--- config.mk ---
export PLATFORM = sky130hd
export DESIGN_NAME = dmem_arbiter
export DESIGN_NICKNAME = d
export VERILOG_FILES = /design/src/rtl/dmem_arbiter.sv
export SDC_FILE = /design/constraint.sdc
export NUM_CORES = 1
export LEC_CHECK = 0
export ABC_AREA = 1
export CAP_MARGIN = 20
export CORE_MARGIN = 8
export CORE_UTILIZATION = 39
export DETAILED_ROUTE_END_ITERATION = 10
export GPL_TIMING_DRIVEN = 0
export MAX_ROUTING_LAYER = met4
export PLACE_DENSITY_LB_ADDON = 0.15
export SYNTH_ARGS = -nofsm -noshare
export SYNTH_HDL_FRONTEND = slang
export SYNTH_SLANG_ARGS = --single-unit
export TNS_END_PERCENT = 1
--- constraint.sdc ---
create_clock -name clk -period 1.6 [get_ports clk]
set_input_delay 0.32 -clock clk [delete_from_list [all_inputs] [get_ports clk]]
set_output_delay 0.32 -clock clk [all_outputs]
set_load 0.05 [all_outputs]
--- src/rtl/dmem_arbiter.sv ---
// ---------------------------------------------------------------------------
// dmem_arbiter
//   Shares one data memory between two requesters: port 0 (CPU load/store
//   path) and port 1 (loader / debug DMA). Round-robin arbitration, a
//   req/ack handshake per port, and a CPU stall while port 0 is pending.
//
// Ports
//   clk, rst_n                 clock, asynchronous active-low reset
//   req/we/size/addr/wdata 0/1 requester inputs (size 01=byte, 10=half,
//                              00/11 = null access, no memory strobes)
//   ack0/1, rdata0/1           one-cycle completion pulse and load data
//   stall0                     req0 & ~ack0, freezes the CPU PC update
//   mem_addr/wdata/read/write  DataMem interface (2-bit MemRead/MemWrite)
//   mem_rdata                  DataMem read data
//   busy                       FSM not in IDLE
//   dbg_state                  current FSM state (0 IDLE, 1 ACCESS, 2 RESP)
//
// Handshake: a requester raises reqN and holds it, together with its
// operands, until it sees ackN (a single-cycle pulse). Operands are latched
// at grant. A reqN still high in the cycle after ackN is a new request.
// rdataN is valid during ackN and holds until that port's next response.
// ---------------------------------------------------------------------------
module dmem_arbiter #(
  parameter int AW      = 16,
  parameter int DW      = 16,
  parameter int MEM_LAT = 1
) (
  input  logic          clk,
  input  logic          rst_n,
  input  logic          req0,
  input  logic          we0,
  input  logic [1:0]    size0,
  input  logic [AW-1:0] addr0,
  input  logic [DW-1:0] wdata0,
  output logic          ack0,
  output logic [DW-1:0] rdata0,
  output logic          stall0,
  input  logic          req1,
  input  logic          we1,
  input  logic [1:0]    size1,
  input  logic [AW-1:0] addr1,
  input  logic [DW-1:0] wdata1,
  output logic          ack1,
  output logic [DW-1:0] rdata1,
  output logic [AW-1:0] mem_addr,
  output logic [DW-1:0] mem_wdata,
  output logic [1:0]    mem_read,
  output logic [1:0]    mem_write,
  input  logic [DW-1:0] mem_rdata,
  output logic          busy,
  output logic [1:0]    dbg_state
);

  typedef enum logic [1:0] {
    S_IDLE   = 2'd0,
    S_ACCESS = 2'd1,
    S_RESP   = 2'd2
  } state_e;

  localparam logic [3:0] CNT_INIT = 4'(MEM_LAT - 1);

  state_e        state_q, state_d;
  logic          last_q;
  logic          win_q;
  logic          we_q;
  logic [1:0]    size_q;
  logic [AW-1:0] addr_q;
  logic [DW-1:0] wdata_q;
  logic [3:0]    cnt_q;
  logic [DW-1:0] rdata0_q, rdata1_q;

  // Arbitration: a lone requester wins; on a tie the port that was not
  // served last wins.
  logic       grant_valid;
  logic       grant_sel;
  logic [1:0] sel_size;
  logic       sel_null;

  assign grant_valid = req0 | req1;
  assign grant_sel   = (req0 & req1) ? ~last_q : req1;
  assign sel_size    = grant_sel ? size1 : size0;
  assign sel_null    = (sel_size == 2'b00) | (sel_size == 2'b11);

  // State register
  always_ff @(posedge clk or negedge rst_n) begin
    if (!rst_n) state_q <= S_IDLE;
    else        state_q <= state_d;
  end

  // Next-state logic
  always_comb begin
    state_d = state_q;
    case (state_q)
      S_IDLE:   if (grant_valid) state_d = sel_null ? S_RESP : S_ACCESS;
      S_ACCESS: if (cnt_q == 4'd0) state_d = S_RESP;
      S_RESP:   state_d = S_IDLE;
      default:  state_d = S_IDLE;
    endcase
  end

  // Grant latch, latency counter and read-data capture
  always_ff @(posedge clk or negedge rst_n) begin
    if (!rst_n) begin
      last_q   <= 1'b1;
      win_q    <= 1'b0;
      we_q     <= 1'b0;
      size_q   <= 2'b00;
      addr_q   <= '0;
      wdata_q  <= '0;
      cnt_q    <= 4'd0;
      rdata0_q <= '0;
      rdata1_q <= '0;
    end else begin
      case (state_q)
        S_IDLE: begin
          if (grant_valid) begin
            win_q   <= grant_sel;
            last_q  <= grant_sel;
            we_q    <= grant_sel ? we1 : we0;
            size_q  <= sel_size;
            addr_q  <= grant_sel ? addr1 : addr0;
            wdata_q <= grant_sel ? wdata1 : wdata0;
            cnt_q   <= CNT_INIT;
            // A null access responds with zero data straight away.
            if (sel_null) begin
              if (grant_sel) rdata1_q <= '0;
              else           rdata0_q <= '0;
            end
          end
        end
        S_ACCESS: begin
          if (cnt_q != 4'd0) begin
            cnt_q <= cnt_q - 4'd1;
          end else if (win_q) begin
            rdata1_q <= we_q ? '0 : mem_rdata;
          end else begin
            rdata0_q <= we_q ? '0 : mem_rdata;
          end
        end
        default: ;
      endcase
    end
  end

  // Outputs: strobes only while in ACCESS, ack only while in RESP
  always_comb begin
    mem_addr  = '0;
    mem_wdata = '0;
    mem_read  = 2'b00;
    mem_write = 2'b00;
    ack0      = 1'b0;
    ack1      = 1'b0;
    case (state_q)
      S_ACCESS: begin
        mem_addr  = addr_q;
        mem_wdata = wdata_q;
        mem_read  = we_q ? 2'b00 : size_q;
        mem_write = we_q ? size_q : 2'b00;
      end
      S_RESP: begin
        ack0 = ~win_q;
        ack1 = win_q;
      end
      default: ;
    endcase
  end

  assign rdata0    = rdata0_q;
  assign rdata1    = rdata1_q;
  assign stall0    = req0 & ~ack0;
  assign busy      = (state_q != S_IDLE);
  assign dbg_state = state_q;

endmodule

### After elaboration in Yosys (flattened, before gate mapping)

Index checks and enable logic that the tools add are counted.

* add/subtract/negate cells: 1
* eq/ne operators: 12
* muxes and demuxes: 33
* bitwise operators: 7
* reductions and logical operators: 11

Operators by type and width (number)
* $mux W16: 15
* $pmux W16 S2: 2
* $ne A2 B2 Y1 const B: 9
* $mux W2: 8
* $reduce_and A6 Y1: 2
* $mux W4: 2
* $pmux W4 S2: 1
* $eq A2 B2 Y1 const B: 2
* $logic_not A2 Y1: 2
* $logic_not A4 Y1: 1
* $mux W1: 4
* $pmux W2 S2: 1
* $reduce_and A2 Y1: 2
* $reduce_bool A2 Y1: 2
* $reduce_bool A4 Y1: 1
* $sub A4 B1 Y4 const B: 1
* $not A1 Y1: 3
* $reduce_and A3 Y1: 1
* $and A1 B1 Y1: 2
* $eq A2 B1 Y1 const B: 1
* $or A1 B1 Y1: 2

* register bits after elaboration: 75
* bits of input ports: 90
* output and inout bits: 74
* logic and storage cells: 74

### Longest topological paths before layout

* word-level depth: 8
* gate-level depth with buffers: 11
* mapped depth without buffers: 9

### Worst setup path before layout

OpenSTA, ideal clock, no wires.

* path kind: register -> output
* start point: register state_q[0], in the netlist dbg_state[0]
* end point: output mem_write[0]
* data arrival time: 2.142 ns
* data required time: 1.280 ns
* path slack: -0.862 ns
* cell stages (with the launch flop): 4
* cells stage by stage: dfrtp_1 nand2_2 clkbuf_1 nor3_1

* word-level cells in the longest chain between the ends: 2

RTL lines
* start: declaration: RTL line 62 `state_e state_q, state_d;`
* start signal: assignment: RTL line 87 `else state_q <= state_d;`
* $eq A2 B1 Y1: RTL line 153 `case (state_q)`
* $mux W2: RTL line 153
* end: declaration: RTL line 48 `output logic [1:0] mem_write,`

Every way passes these cells.

### Final worst setup path

* start point: register state_q[1], in the netlist dbg_state[1]
* end point: output mem_wdata[4]

* word-level cells in the longest chain between the ends: 2

RTL lines
* $eq A2 B1 Y1: RTL line 153
* $mux W16: RTL line 153
* end: declaration: RTL line 46 `output logic [DW-1:0] mem_wdata,`

Every way passes these cells.

==> impl_metrics.tcl <==
set metrics [dict create \
    slew_headroom 0.638 \
    grt_setup_unrepaired "yes" \
    instances_no_fill 814 \
    dr.first_iter.drc_count 250 \
    post-place-cells 784 \
    yosys_warnings 0 \
    end_kind "output port" \
    skew_ns 0.00998 \
    gp_congestion 0.817 \
    grtUsageTotal 0.212 \
    synth_top_area_frac 0.487 \
    ant_nets 0 \
    num_antenna_cells 0 \
    drc_errors 0 \
    synthSimpleGateAreaFrac 0.294 \
    viasPerCell 5.04 \
    whs_ns 0.471 \
    num_io_pins 164 \
    drv_cap 0 \
    pwr-share-clk 0.126 \
    die_y_um 115 \
    dp_hpwl_um 9960 \
    insertion_delay_ns 0.34 \
    start_kind "register" \
    yosysTopAreaCell "dfrtp_1" \
    p_comb_frac 0.648 \
    grt_pass1_wl_um 21300 \
    syn-instance-count 487 \
    port_buffers 163 \
    p_switching_uw 6710 \
    synth_fa_ha_area_frac 0.00658 \
    fmax_mhz 540 \
    start_util 0.395 \
    grt_pass1_vias 4181 \
    period_minus_slack_ns 1.85 \
    routed_wl_um 13500 \
    setup_ws_ns -0.252 \
    synth_area_leaders "dfrtp_1 (49%), nor2_1 (9.2%), nand2_1 (9.0%), o22ai_1 (5.4%), nand4_1 (5.3%)" \
    root_buffer "clkbuf_8" \
    clkSinkCount 75 \
    p_int_uw 6650 \
    synth-compound-area-share 0.112 \
    status "finished with violations" \
    critPathArrivalTime_ns 1.53 \
    powerDensity_nw_per_um2 2060 \
    yosys_register_bits 75 \
    worstPathRequired_ns 1.28 \
    yosysMostFrequentCell "nor2_1" \
    path_clk_slew_ns 0.08 \
    setup_viol 71 \
    layout-drive-gt1-share 0.248 \
    syn_nets 579 \
    rows 36 \
    yosys-top-cells-count "nor2_1 (93), nand2_1 (91), dfrtp_1 (74)" \
    seq_power_share 0.226 \
    chipWidth_um 115 \
    hold_class "reg -> reg" \
    grt_max_degree 42 \
    vias 4104 \
    worstSetupPathType "reg -> out" \
    core_area_um2 9640 \
    tns_ns -11.39 \
    violations "negative setup slack" \
    overflow 0 \
    final_net_count 768 \
    yosys.area_share.xor_xnor 0 \
    synth_top_family_by_area "simple AND/OR/NAND/NOR gates" \
    drt_pass1_iterations 4 \
    wl_per_cell_um 16.6 \
    h-tree-depth 3 \
    cts_buffer_depth 2 \
    synth_edf_count 0 \
    ys_seq_area_frac 0.494 \
    ys_types 22 \
    antenna_found_initial 0 \
    switching_share 0.502 \
    die_area_um2 13200 \
    synthMuxAreaShare 0 \
    total_power_uw 13400 \
    cts-buffers-inserted 9 \
    power.leakage_uw 0.00313 \
    place_area_um2 5980 \
    min_period_over_period 1.16 \
    avgSynthCellArea_um2 7.81 \
    hold_viol 0 \
    synth_top_flop_cell "dfrtp_1" \
    postSynth.asyncResetShare 1.00 \
    synthToLayoutAreaGrowth_pct 70.7 \
    synth_area_um2 3800 \
    cts_tree "done" \
    fin_area_um2 6490 \
    report.final.slew_viol_count 0 \
    ir_drop_mv 0.940 \
    rrSetupSlack_ns -0.17 \
    worst_pin_slew_ns 0.543 \
    worst-path-max-fanout 6 \
]
==> cells by family after synthesis <==
group | after synthesis
AOI/OAI and AO/OA | 76
adders and majority gates | 2
buffers and inverters | 85
DFF | 75
and+or+nand+nor | 249
==> area by class of cell <==
class	count	area [um2]
Multi-Input combinational cell	327	1880
Clock buffer	12	155
Timing Repair Buffer	178	1840
Fill cell	852	3150
Inverter	53	201
Tap cell	133	166
Buffer	32	304
Clock inverter	4	72.6
Sequential cell	75	1880
==> critical path, cell delays in order (launching register included) <==
cell and delay [ns]:
dfrtp_2 0.44, inv_4 0.08, nand2_8 0.06, clkbuf_16 0.17
clkbuf_8 0.18, nor2_4 0.10, buf_8 0.15
==> power groups by stage <==
stage	combinational, uW	sequential (uW)	clock [uW]
finish	8670	3020	1680
detailed placement	8040	3050	0
global route	9220	3100	1800
floorplan	4790	3900	0
global placement	7900	3040	0
CTS	8420	3010	1710
==> placed cells by master, fill, tap and decap left out, drive strengths merged <==
cell type,count
nand2,108
nor2,94
clkdlybuf4s50,87
dfrtp,74
buf,67
inv,53
o21ai,42
clkbuf,34
o22ai,33
nand4,32
dlygate4sd2,20
clkdlybuf4s15,12
nand3,10
nor3,4
ha,2
bufinv,2
nand3b,1
a21oi,1
clkinvlp,1
clkinv,1
dlygate4sd3,1
dlymetal6s2s,1
dfstp,1
==> layer usage <==
layer / GRT usage / vias up / share of wire
met3: 0.0436 / 21 / 0.058
met5: - / - / 0
li1: - / 1965 / -
met2: 0.355 / 138 / 0.51
met4: 0.0779 / 0 / 0.020
met1: 0.246 / 1980 / 0.42
==> flip-flops by register name (all words and copies together), names as in the netlist <==
name	cells
addr_q	16
rdata0	16
rdata1	16
wdata_q	16
cnt_q	4
dbg_state	2
size_q	2
last_q	1
we_q	1
win_q	1
==> per-stage QoR <==
stage               setup slack [ns]  utilization
global route                  -0.301        0.674
global placement               -2.78        0.619
finish                        -0.252        0.674
floorplan                     -0.124            -
detailed placement            -0.796        0.621
CTS                           -0.273        0.661
==> what timing repair did <==
item | CTS | global route
endpoints found under the hold margin | 40 | 0
setup buffers | 4 | 5
hold buffers | 1 | 0
pin swaps | 5 | 4
cloned | 4 | 0
gates resized for setup | 336 | 43
setup endpoints to repair | 137 | 121
==> worst paths after layout <==
kind	startpoint	endpoint	cells past startpoint
max	dbg_state[1]	mem_wdata[4]	6
max reg2reg	last_q	rdata0[14]	10
min reg2reg	rdata0[6]	rdata0[6]	2
max in group asynchronous	rst_n	last_q	3
min	rdata0[6]	rdata0[6]	2
min in group asynchronous	rst_n	addr_q[8]	2
No activity file was read; power rests on OpenSTA's default activity.
==> variant, RTL diff (same settings) <==
Register the output `dbg_state` once more, cleared by the reset; this adds one clock of latency there. The other outputs are not delayed to match.
--- a/src/rtl/dmem_arbiter.sv
+++ b/src/rtl/dmem_arbiter.sv
@@ -171,3 +171,9 @@
   assign busy      = (state_q != S_IDLE);
-  assign dbg_state = state_q;
+  always_ff @(posedge clk or negedge rst_n) begin
+    if (!rst_n) begin
+      dbg_state <= '0;
+    end else begin
+      dbg_state <= state_q;
+    end
+  end
 
Check against the original RTL: not equivalent (a bounded check fails within 4 cycles, from zero or initial values and one cycle with rst_n low).
==> variant against the original RTL <==
- the flow still finishes with violations (setup timing)
- first-iteration DRC count down 23%
- sequential share of layout area rose by 0.93 points
- global-route usage shrank 0.83 points
- via count is 0.93% lower
- sequential cell count increased by 2
- design area decreased by 0.60%
- synthesized cell count unchanged
- total power decreased by 3.0%
- area after synthesis up 2.9%
- fmax is 1.8% lower
- largest cell class unchanged
- worst setup slack got worse by 35 ps
- final cell count decreased by 0.74%
- core utilization fell by 1.3 points
- wire length shrank 1.0%
==> variant: results (changes against the original RTL) <==
metric,value,unit,change
Num CTS Buffers,9,,unchanged
via count,4066,,-0.93%
adder and majority cell fraction of the synthesized area,0.006390,,-0.0001870
met2 wire length,6.408,mm,-6.1%
met1 Usage GRT,0.2453,,-0.0008955
DRT iter0 DRCs,193,,-23%
capture point of the worst reg-to-reg path,rdata0[14],,
post-synthesis mux area share,0,,unchanged
Max clock buf depth,2,,unchanged
Worst R2R Path Depth,11,,+1
endpoints failing setup,69,,-2.8%
Clock Skew,10.52,ps,+0.5408 ps
Synth Area in Compound Gates,0.1105,,-0.001262
sequential area share after synthesis,0.4923,,-0.001255
Slew headroom,0.6550,,+0.01722
Critical Path AT,1570,ps,+40 ps
Crit. Startpoint,state_q[1],,
DP HPWL,9.908,mm,-0.55%
crit path max fanout,6,,unchanged
post-synth cell types,26,,+18%
XOR/XNOR Fraction of Synth Area,0,,unchanged
Worst VDD drop,0.0008069,V,-14%
Post-DP Area,5933,um^2,-0.84%
clk_lat worst skew,360,ps,+20 ps
Hold Worst Slack,451.7,ps,-19.81 ps
Mapped Cells,487,,unchanged
largest family of logic cells by synthesized area,simple AND/OR/NAND/NOR gates,,
first-pass GRT wire length,20.88,mm,-2.2%
failing checks,setup timing,,
met1 WL,5.661,mm,+1.0%
fraction of layout cells with a size suffix above 1,0.2637,,+0.01554
Static Leak,0.003076,uW,-1.6%
PnR worst setup slack,-286.3,ps,-34.57 ps
GR Util All Layers,0.2034,,-0.008265
drt pass-1 iters,4,,unchanged
# placed instances,784,,unchanged
Worst Hold Class,input pin to async pin,,
worst setup path end,mem_addr[3],,
"top cells by area, synth","dfrtp_1 49%, nor2_1 8.7%, nand2_1 8.5%, o22ai_1 5.3%, nand4_1 5.1%",,
largest net degree at the start of global routing,44,,+4.8%
"Async S/R FF share, synth",1.000,,unchanged
clock-pin slew on the worst setup and hold paths,80,ps,about the same
Main synth FF type,dfrtp_1,,
port buffer count,163,,unchanged
most common cell in the netlist,nor2_1,,
pre-CTS WS,-1114,ps,-318.3 ps
RD Place Congestion,0.8213,,+0.51%
worst reg2reg setup slack,-180,ps,
vias in the first global route,4164,,-0.41%
grt met2 use,0.3268,,-0.02837
Fin Setup TNS,-12770,ps,-1384 ps
status,finished with violations,,
Synthesized Nets,579,,unchanged
"top cells by count, synth","91 x nor2_1, 89 x nand2_1, 76 x dfrtp_1",,
WL met3,1.106,mm,+41%
GR Util met3,0.05377,,+0.01018
Finished Layout Cells,808,,-0.74%
DR top layer,met4,,
Avg WL per Cell,16.52,um,-0.29%
Nets,762,,-0.78%
variant: report_power, final:
part	total, uW	internal [uW]	switching [uW]
Combinational	8270	2750	5510
Clock	1390	610	776
Sequential	3310	2840	470
Total	13000	6210	6760
variant: critical path, cell delays in order, from the launching register on:
cell and delay (ps):
dfrtp_1 410, inv_2 120, nand2_8 70, clkbuf_16 170, clkbuf_16 170, nor2_4 100
buf_8 150
variant: what timing repair did:
action / in CTS / in global routing
gates cloned: 3 / 0
hold buffers: 1 / 0
gates resized for setup: 370 / 47
buffers inserted: 4 / 0
pin swaps: 2 / 1
hold endpoints to repair: 34 / 0
setup endpoints to repair: 136 / 118
variant: layout make-up:
type / count / area [um^2]
Buffer: 32 / 284.0
Clock buffer: 11 / 141.4
Clock inverter: 5 / 35.03
Fill cell: 833 / 3319
Inverter: 53 / 198.9
Multi-Input combinational cell: 325 / 1873
Sequential cell: 77 / 1929
Tap cell: 133 / 166.4
Timing Repair Buffer: 172 / 1827
